`config.mk`:
```
export PLATFORM = sky130hd
export DESIGN_NAME = vec_mag_sqrt_feeder_flat
export DESIGN_NICKNAME = d
export VERILOG_FILES = /design/src/rtl/vec_mag_pkg.sv /design/src/rtl/vec_mag_sqrt_feeder_if.sv /design/src/rtl/seq_square16.sv /design/src/rtl/vec_mag_sqrt_feeder.sv /design/src/flat_wrapper.sv
export SDC_FILE = /design/constraint.sdc
export NUM_CORES = 1
export LEC_CHECK = 0
export ABC_AREA = 1
export CORE_MARGIN = 2
export CORE_UTILIZATION = 51
export DETAILED_ROUTE_END_ITERATION = 6
export PLACE_DENSITY = 0.79
export SYNTH_ARGS = -nofsm -noshare
export SYNTH_HDL_FRONTEND = slang
export SYNTH_SLANG_ARGS = --single-unit
```
`constraint.sdc`:
```
create_clock -name CLK -period 2.9 [get_ports CLK]
set_input_delay 0.29 -clock CLK [delete_from_list [all_inputs] [get_ports CLK]]
set_output_delay 0.29 -clock CLK [all_outputs]
set_load 0.02 [all_outputs]
```
`src/rtl/vec_mag_pkg.sv`:
```
// Shared types and widths for the vector-magnitude feeder.
// Used by the squarer, the handshake interface and the sequencer.
package vec_mag_pkg;

  localparam int MAG_IN_W   = 16;
  localparam int MAG2_W     = 32;
  localparam int SQRT_OUT_W = 16;
  localparam int SQ_STEPS   = 16;

  typedef enum logic [2:0] {
    IDLE,
    SQX,
    SQY,
    START,
    WAIT,
    DONE
  } state_t;

  // |-32768| = 32768 still fits once viewed as unsigned
  function automatic logic [MAG_IN_W-1:0] abs16(
    input logic signed [MAG_IN_W-1:0] v
  );
    return v[MAG_IN_W-1] ? MAG_IN_W'(~v + 1'b1)
                         : MAG_IN_W'(v);
  endfunction

endpackage

```
`src/rtl/vec_mag_sqrt_feeder_if.sv`:
```
// Vector-in / magnitude-out valid-ready bundle.
// slave = feeder side, master = source/consumer side.
interface vec_mag_sqrt_feeder_if;
  import vec_mag_pkg::*;

  logic                         in_valid;
  logic                         in_ready;
  logic signed [MAG_IN_W-1:0]   in_x;
  logic signed [MAG_IN_W-1:0]   in_y;
  logic                         out_valid;
  logic                         out_ready;
  logic [SQRT_OUT_W-1:0]        out_mag;
  logic [MAG2_W-1:0]            out_mag2;
  logic                         out_err;

  modport slave (
    input  in_valid, in_x, in_y, out_ready,
    output in_ready, out_valid, out_mag,
    output out_mag2, out_err
  );

  modport master (
    output in_valid, in_x, in_y, out_ready,
    input  in_ready, out_valid, out_mag,
    input  out_mag2, out_err
  );

endinterface

```
`src/rtl/seq_square16.sv`:
```
// Sequential shift-add squarer, one partial product per cycle.
// start clears the step count and loads acc_in; step adds op<<cnt.
module seq_square16
  import vec_mag_pkg::*;
(
  input  logic                CLK,
  input  logic                RST_N,
  input  logic                start,
  input  logic                step,
  input  logic [MAG_IN_W-1:0] op,
  input  logic [MAG2_W-1:0]   acc_in,
  output logic [MAG2_W-1:0]   sum,
  output logic                done
);

  localparam int CW = $clog2(SQ_STEPS);

  logic [CW-1:0]     cnt;
  logic [MAG2_W-1:0] acc;
  logic [MAG2_W-1:0] part;

  always_comb begin
    part = '0;
    if (op[cnt])
      part = MAG2_W'(op) << cnt;
    sum  = acc + part;
    done = step && (cnt == CW'(SQ_STEPS - 1));
  end

  // cnt wraps to 0 after the last step, ready for the next operand
  always_ff @(posedge CLK or negedge RST_N) begin
    if (!RST_N) begin
      acc <= '0;
      cnt <= '0;
    end else if (start) begin
      acc <= acc_in;
      cnt <= '0;
    end else if (step) begin
      acc <= sum;
      cnt <= cnt + 1'b1;
    end
  end

endmodule

```
`src/rtl/vec_mag_sqrt_feeder.sv`:
```
// Squares and sums a signed vector, launches the sqrt stage,
// then returns magnitude and magnitude-squared.
module vec_mag_sqrt_feeder
  import vec_mag_pkg::*;
#(
  parameter int W            = 16,
  parameter int SQRT_TIMEOUT = 64
) (
  input  logic                  CLK,
  input  logic                  RST_N,
  vec_mag_sqrt_feeder_if.slave  io,
  output logic [MAG2_W-1:0]     sqrt_x,
  output logic                  sqrt_start,
  input  logic                  sqrt_rdy,
  input  logic [SQRT_OUT_W-1:0] sqrt_y
);

  localparam int TW = $clog2(SQRT_TIMEOUT);

  state_t state;
  state_t nstate;

  logic [W-1:0]          ax;
  logic [W-1:0]          ay;
  logic [W-1:0]          sq_op;
  logic                  sq_start;
  logic                  sq_step;
  logic                  sq_done;
  logic [MAG2_W-1:0]     sq_sum;
  logic [TW-1:0]         tcnt;
  logic                  tmo;
  logic                  out_valid;
  logic                  out_err;
  logic [SQRT_OUT_W-1:0] out_mag;
  logic [MAG2_W-1:0]     out_mag2;

  assign tmo = (tcnt == TW'(SQRT_TIMEOUT - 1));

  assign io.in_ready  = (state == IDLE);
  assign io.out_valid = out_valid;
  assign io.out_mag   = out_mag;
  assign io.out_mag2  = out_mag2;
  assign io.out_err   = out_err;

  seq_square16 u_sq (
    .CLK    (CLK),
    .RST_N  (RST_N),
    .start  (sq_start),
    .step   (sq_step),
    .op     (sq_op),
    .acc_in (MAG2_W'(0)),
    .sum    (sq_sum),
    .done   (sq_done)
  );

  always_comb begin
    nstate   = state;
    sq_start = 1'b0;
    sq_step  = 1'b0;
    sq_op    = ax;
    unique case (state)
      IDLE: begin
        sq_start = io.in_valid;
        if (io.in_valid)
          nstate = SQX;
      end
      SQX: begin
        sq_step = 1'b1;
        if (sq_done)
          nstate = SQY;
      end
      SQY: begin
        sq_step = 1'b1;
        sq_op   = ay;
        if (sq_done)
          nstate = START;
      end
      START:
        nstate = WAIT;
      WAIT:
        if (sqrt_rdy || tmo)
          nstate = DONE;
      DONE:
        if (io.out_ready)
          nstate = IDLE;
      default:
        nstate = IDLE;
    endcase
  end

  // sqrt_start is a bare flop: it feeds the sqrt stage async reset
  always_ff @(posedge CLK or negedge RST_N) begin
    if (!RST_N) begin
      state      <= IDLE;
      ax         <= '0;
      ay         <= '0;
      tcnt       <= '0;
      sqrt_x     <= '0;
      sqrt_start <= 1'b0;
      out_valid  <= 1'b0;
      out_err    <= 1'b0;
      out_mag    <= '0;
      out_mag2   <= '0;
    end else begin
      state <= nstate;
      unique case (state)
        IDLE:
          if (io.in_valid) begin
            ax <= abs16(io.in_x);
            ay <= abs16(io.in_y);
          end
        SQX: ;
        SQY:
          if (sq_done) begin
            sqrt_x     <= sq_sum;
            out_mag2   <= sq_sum;
            sqrt_start <= 1'b1;
          end
        START: begin
          sqrt_start <= 1'b0;
          tcnt       <= '0;
        end
        WAIT:
          if (sqrt_rdy) begin
            out_mag   <= sqrt_y;
            out_err   <= 1'b0;
            out_valid <= 1'b1;
          end else if (tmo) begin
            out_mag   <= '0;
            out_err   <= 1'b1;
            out_valid <= 1'b1;
          end else begin
            tcnt <= tcnt + 1'b1;
          end
        DONE:
          if (io.out_ready)
            out_valid <= 1'b0;
        default: ;
      endcase
    end
  end

endmodule

```
`src/flat_wrapper.sv`:
```
// flat-port wrapper written by rule: the top's interface ports become plain ports
module vec_mag_sqrt_feeder_flat import vec_mag_pkg::*;
#(
  parameter int W            = 16,
  parameter int SQRT_TIMEOUT = 64
)
  (CLK, RST_N, sqrt_x, sqrt_start, sqrt_rdy, sqrt_y, io_in_valid, io_in_x, io_in_y, io_out_ready, io_in_ready, io_out_valid, io_out_mag, io_out_mag2, io_out_err);
  vec_mag_sqrt_feeder_if io_i ();
  input  logic CLK;
  input  logic RST_N;
  output logic [MAG2_W-1:0] sqrt_x;
  output logic sqrt_start;
  input  logic sqrt_rdy;
  input  logic [SQRT_OUT_W-1:0] sqrt_y;
  input wire logic [$bits(io_i.in_valid)-1:0] io_in_valid;
  input wire logic [$bits(io_i.in_x)-1:0] io_in_x;
  input wire logic [$bits(io_i.in_y)-1:0] io_in_y;
  input wire logic [$bits(io_i.out_ready)-1:0] io_out_ready;
  output wire logic [$bits(io_i.in_ready)-1:0] io_in_ready;
  output wire logic [$bits(io_i.out_valid)-1:0] io_out_valid;
  output wire logic [$bits(io_i.out_mag)-1:0] io_out_mag;
  output wire logic [$bits(io_i.out_mag2)-1:0] io_out_mag2;
  output wire logic [$bits(io_i.out_err)-1:0] io_out_err;
  assign io_i.in_valid = io_in_valid;
  assign io_i.in_x = io_in_x;
  assign io_i.in_y = io_in_y;
  assign io_i.out_ready = io_out_ready;
  assign io_in_ready = io_i.in_ready;
  assign io_out_valid = io_i.out_valid;
  assign io_out_mag = io_i.out_mag;
  assign io_out_mag2 = io_i.out_mag2;
  assign io_out_err = io_i.out_err;
  vec_mag_sqrt_feeder #(.W(W), .SQRT_TIMEOUT(SQRT_TIMEOUT)) u_core (.CLK(CLK), .RST_N(RST_N), .io(io_i), .sqrt_x(sqrt_x), .sqrt_start(sqrt_start), .sqrt_rdy(sqrt_rdy), .sqrt_y(sqrt_y));
endmodule
```
* Word level (Yosys, flattened, before mapping)
Index checks and enable logic that the tools add are counted.
** Operators by class
- Add/subtract/negate cells :: 5
- Multiply operators :: 0
- Divide/modulo/power cells :: 0
- $lt $le $gt $ge :: 1
- Eq/ne operators :: 15
- Shift-type cells :: 1
- Multiplexer cells :: 30
- Bitwise gates (word level) :: 2
- Reductions and logical operators :: 16
** Operator list (number)
- 2-to-1 mux 32 bit :: 3
- 2-to-1 mux 16 bit :: 5
- adder 16 x 1 -> 16 bit, second input constant :: 2
- adder 32 bit :: 1
- NOT 16 bit :: 2
- left shift 16 x 4 -> 32 bit :: 1
- case mux 3 bit (6 select lines) :: 1
- 2-to-1 mux 3 bit :: 5
- 2-to-1 mux 6 bit :: 2
- case mux 6 bit (2 select lines) :: 1
- nonzero test 2 bit :: 5
- 2-to-1 mux 1 bit :: 8
- 2-to-1 mux 4 bit :: 2
- != test 2 bit, second input constant :: 4
- AND reduction 2 bit :: 4
- adder 6 x 1 -> 6 bit, second input constant :: 1
- equality test 3 x 2 -> 1 bit, second input constant :: 2
- equality test 3 bit, second input constant :: 2
- equality test 6 bit, second input constant :: 1
- != test 2 x 1 -> 1 bit, second input constant :: 3
- AND reduction 3 bit :: 2
- less-than comparator 4 x 5 -> 1 bit, second input constant :: 1
- AND reduction 5 bit :: 1
- adder 4 x 1 -> 4 bit, second input constant :: 1
- 9 further kinds :: 10
** Storage, ports and cells
- Register bits after elaboration :: 128
- Bits in latches :: 0
- Bits in writable memories :: 0
- Memory bits (read-only) :: 0
- Input bits :: 53
- Output and inout port bits :: 84
- Logic and storage cells :: 81
- Memories kept :: 0

* Longest topological paths before layout
- Depth after elaboration :: 8
- Depth in mapped cells :: 27
- Gate-level depth less buffers :: 25

* By module
A second synthesis with hierarchy kept.
** Second synthesis, totals
- Cell total of the unflattened synthesis :: 1507
- Area total of the unflattened synthesis :: 10055.9 um^2
** By module, submodules not included
- seq_square16 :: instances 1, cells an instance 915, area an instance 5053.6 um^2, seq. area each 900.9 um^2
- vec_mag_sqrt_feeder :: instances 1, cells an instance 592, area an instance 5002.3 um^2, seq. area each 2302.2 um^2

* Least setup slack after synthesis
Ideal clock, no wire load.
- Path type :: register to register
- From :: register u_core.state[2]
- To :: register u_core.u_sq.acc[16]
- Setup time :: 0.118 ns
- Arrival time :: 2.724 ns
- Required time :: 2.782 ns
- Path slack :: 0.058 ns
- Stages on the path, launching flop included :: 24
- Path buffers :: 3
- Period minus slack after synthesis :: 2.842 ns
- Path through :: dfrtp_1 -> buf_6 -> inv_2 -> nand3_2 -> buf_4 -> nand2_1 -> nand3_1 -> nand3_1 -> nand3_1 -> nand2_1 -> nand2_2 -> nand2_4 -> buf_6 -> nor2_2 -> ha_1 -> nand2_1 -> inv_1 -> a21oi_1 -> nand2_1 -> nand2_1 -> nand2_1 -> or2_2 -> nand3_1 -> nand2_1
** On the way
- Word-level cells in the longest chain between the ends :: 8
- Elaborated cells on any way between the ends :: 15
- Those cells by class :: add/sub (1); eq/ne (2); shift (1); mux (8); reduce/logical (3)
** RTL lines
- start, declared :: RTL line vec_mag_sqrt_feeder.sv:20 : state_t state;
- start signal, assigned :: RTL line vec_mag_sqrt_feeder.sv:105 : state <= nstate;
- equality test 3 x 2 -> 1 bit :: RTL line vec_mag_sqrt_feeder.sv:61 : unique case (state)
- 2-to-1 mux 16 bit :: RTL line vec_mag_sqrt_feeder.sv:61
- binary-select mux 1 bit (select 4 bit) :: RTL line seq_square16.sv:24 : if (op[cnt])
- 2-to-1 mux 1 bit (implied by the code) :: RTL line seq_square16.sv:24
- 2-to-1 mux 32 bit :: RTL line seq_square16.sv:24
- adder 32 bit :: RTL line seq_square16.sv:26 : sum = acc + part;
- 2-to-1 mux 32 bit :: RTL line seq_square16.sv:38 : end else if (step) begin
- 2-to-1 mux 32 bit :: RTL line seq_square16.sv:35 : end else if (start) begin
- end signal, assigned :: RTL line seq_square16.sv:36 : acc <= acc_in;
- end signal, assigned :: RTL line seq_square16.sv:39 : acc <= sum;
- end, declared :: RTL line seq_square16.sv:19 : logic [MAG2_W-1:0] acc;
Several ways; a longest one is shown, not always the timed one. The select of a mux whose other input is x is not followed.
A chain may end at the register's enable or synchronous reset.

* Worst setup path in the final report
- From :: register u_core.state[2]
- To :: register u_core.u_sq.acc[12]
Same word-level chain as after synthesis.

==> flow_summary.yaml <==
grt:
  grt_max_degree: 56
  track_usage_pct: 28.7
  grt_pass1_vias: 9579
  gr-total-overflow: 0
  antenna_found_initial: 0
  grt_pass1_wl_um: 46100
die:
  row_count: 49
  die_area_um2: 19600
  initial_core_util_pct: 52.2
  die_h_um: 140
  fp.coreArea_um2: 18000
  dieWidth_um: 140
  io_pins: 137
setup_path:
  cpPeakStageDelay_ns: 0.45
  critPathRequiredTime_ns: 3.27
  cp_data_arrival_time_ns: 3.77
  critPathLaunchType: "flop"
  cp.buffers_inverters: 5
  critPathCaptureType: "flop"
  crit_family: "simple AND/OR/NAND/NOR gates"
  crit_fanout: 5
  critPathSlowestCell: "dfrtp_2"
  path_cells: "inv_2, nand3_4, buf_12, nand2_2, buf_4, nand3_1, nand3_1, nand3_1, nand2_1, nand2_1, nor2_4, ha_4, nand2_1, inv_2, a21oi_2, nand2_4, nand2_4, nand2_4, buf_6, xor2_2, nand2_1, nand2_1"
  crit_top_cell: "nand2_1"
  critPathKind: "flop to flop"
place:
  io_buffers: 136
  hpwl_um: 19900
  gp_congestion: 0.947
yosys:
  ys_seq_area_share_pct: 34.0
  synth_fp_nets: 1500
  synth_ff_type: "dfrtp_1"
  synthArstFlopShare_pct: 100
  syn_avg_cell_area_um2: 6.67
  synth.distinct_cells: 37
  ys_seq_elements: 128
  syn_inst: 1411
  yosysWarnings: 0
  syn_area_um2: 9410
  synth_edf_count: 0
timing:
  relSlewSlack_pct: 47.4
  period_needed_ns: 3.40
  max_freq_ghz: 0.294
  rsz0062_at_grt: "yes"
  fin_ws_ns: -0.497
  fin_crit_sh_pct: 117
  hold_viol_final: 0
  setup_violations: 56
  slew_violations: 0
  fin_tns_setup_ns: -17.34
  worst-slew-pin-transition_ns: 0.789
  finalClockSkew_ns: 0.00644
  whs_ns: 0.376
clocking:
  clk_latency_ns: 0.44
  ctsHtreeMaxLevel: 4
  cts_buffers: 17
  clkTransAtPathRegs_ns: 0.06
  cts_tree: "built"
  cts_num_sinks: 128
  root_buffer: "clkbuf_16"
  clk_path_buf_depth: 2
drt:
  vias: 10900
  drtIter0Drc: 1210
  routed_wl_um: 34600
  drc: 0
  antenna_left: 0
  vias_per_cell: 5.84
  wire_per_inst_um: 18.5
  firstDrtPassIters: 6
final_layout:
  fin_util_pct: 79.0
  areaGrowthSynthToFinish_pct: 51.4
  drive_gt1_share_pct: 31.7
  antenna_cells: 0
  layout.nets: 1715
pwr:
  p_total_mw: 16.1
  vdd_drop_max_v: 0.000808
  p_leak_nw: 7.11
  power.density_nw_per_um2: 1130
job:
  drv_cap: 0
status:
  status: "finished, violations left"
  violations: "setup timing"
worst_hold_path:
  hp-class: "input pin to async pin"
[layout by cell type, fill, tap and decap left out, types with 5 or more instances in the layout]
master,instances
dfrtp_1,126
nand4_1,8
nor2_2,29
nor2_4,21
nor2_1,56
nand2_1,373
nand3b_1,14
clkinvlp_4,5
buf_6,18
a21oi_2,11
nand3_4,8
nand3_1,114
nand3_2,70
clkdlybuf4s50_1,135
nand2_8,7
o21ai_1,9
ha_4,22
buf_4,109
nor3_1,8
a21oi_1,17
inv_2,15
a21oi_4,6
xnor2_1,7
xor2_1,16
buf_12,6
nor3_2,5
clkbuf_16,20
a22o_1,16
nand2_2,89
o21ai_0,65
ha_1,9
inv_1,127
nand2_4,37
[power by group]
group	internal, mW	switching, mW	total, mW
Clock	1.39	0.907	2.30
Combinational	4.56	6.42	11.0
Sequential	2.32	0.463	2.78
Total	8.27	7.79	16.1
[worst paths after layout]
check	startpoint	end	slack [ns]	cells past startpoint
setup / recovery	u_core.state[2]$_DFFE_PN0P_	u_core.u_sq.acc[12]$_DFFE_PN0P_	-0.50	22
hold / removal	RST_N	u_core.sqrt_x[15]$_DFFE_PN0P_	0.38	2
setup reg to reg	u_core.state[2]$_DFFE_PN0P_	u_core.u_sq.acc[12]$_DFFE_PN0P_	-0.50	22
hold reg to reg	u_core.io.out_err$_DFFE_PN0P_	u_core.io.out_err$_DFFE_PN0P_	0.48	2
max in group asynchronous	RST_N	u_core.io.out_mag[2]$_DFFE_PN0P_	1.79	3
min in group CLK	sqrt_y[13]	u_core.io.out_mag[13]$_DFFE_PN0P_	0.46	2
[state kept, by name (all words and copies together) (netlist names), 3 cells and up]
signal,cells
u_core.sqrt_x,32
u_core.u_sq.acc,32
u_core.ax,16
u_core.ay,16
u_core.io.out_mag,16
u_core.tcnt,6
u_core.u_sq.cnt,4
u_core.state,3
[Yosys cell counts, types with 14 or more instances]
library cell,n,area (µm²)
xor2_1,19,166
o21ai_0,75,375
nand2_1,500,1880
nand3_1,185,926
nor3_1,14,70.1
buf_4,35,263
nand3b_1,14,105
a22o_1,16,140
nor2_1,93,349
clkbuf_1,24,90.1
dfrtp_1,128,3200
a21oi_1,34,170
inv_1,140,526
xnor2_1,15,131
ha_1,35,438
[worst reg2reg max path, cell delays in order, from the launching register on]
cell	delay [ns]
dfrtp_2	0.45
inv_2	0.10
nand3_4	0.13
buf_12	0.18
nand2_2	0.08
buf_4	0.12
nand3_1	0.13
nand3_1	0.14
nand3_1	0.15
nand2_1	0.15
nand2_1	0.13
nor2_4	0.15
ha_4	0.23
nand2_1	0.16
inv_2	0.08
a21oi_2	0.19
nand2_4	0.10
nand2_4	0.07
nand2_4	0.07
buf_6	0.13
xor2_2	0.21
nand2_1	0.10
nand2_1	0.10
[routing by layer]
metal / vias to the layer above / wire length, µm / GRT usage, %
met5: - / 0 / 0
met4: 0 / 1540 / 7.95
met3: 168 / 2940 / 4.78
met2: 666 / 16500 / 48.0
met1: 5135 / 13600 / 38.6
li1: 4939 / - / -
[area by class of cell]
| cell class | instances | area [µm²] |
|---|---|---|
| Timing Repair Buffer | 272 | 2580 |
| Fill cell | 1120 | 3780 |
| Clock buffer | 19 | 443 |
| Sequential cell | 128 | 3210 |
| Multi-Input combinational cell | 1060 | 6990 |
| Clock inverter | 13 | 175 |
| Inverter | 147 | 573 |
| Tap cell | 229 | 287 |
[kinds of logic (layout without fill, tap and decap cells)]
logic type	count (synthesis)	after routing	share of synthesized area (%)
AO/OA/AOI/OAI	137	137	8.23
XOR/XNOR	34	34	3.16
adder cells (fa/ha/maj)	36	36	4.87
buffers and inverters	226	451	11.0
flip-flops	128	128	34.0
AND/OR/NAND/NOR	850	853	38.7
[per-stage QoR]
stage	cell area [µm²]	worst slack [ns]	std cells
after floorplan	9410	0.0582	1411
after global routing	14200	-0.580	1868
final	14200	-0.497	1868
after detailed placement	11400	-0.355	1805
after global placement	11400	-0.339	1805
after CTS	12600	-0.107	1851
[what timing repair did]
item | 4_1_cts | 5_1_grt
cloned | 3 | 4
hold buffers | 1 | 0
buffers inserted | 10 | 14
endpoints found under the hold margin | 36 | 0
pin swaps | 16 | 141
gates resized for setup | 100 | 343
setup endpoints to repair | 55 | 58
No activity file was read; power rests on OpenSTA's default activity.
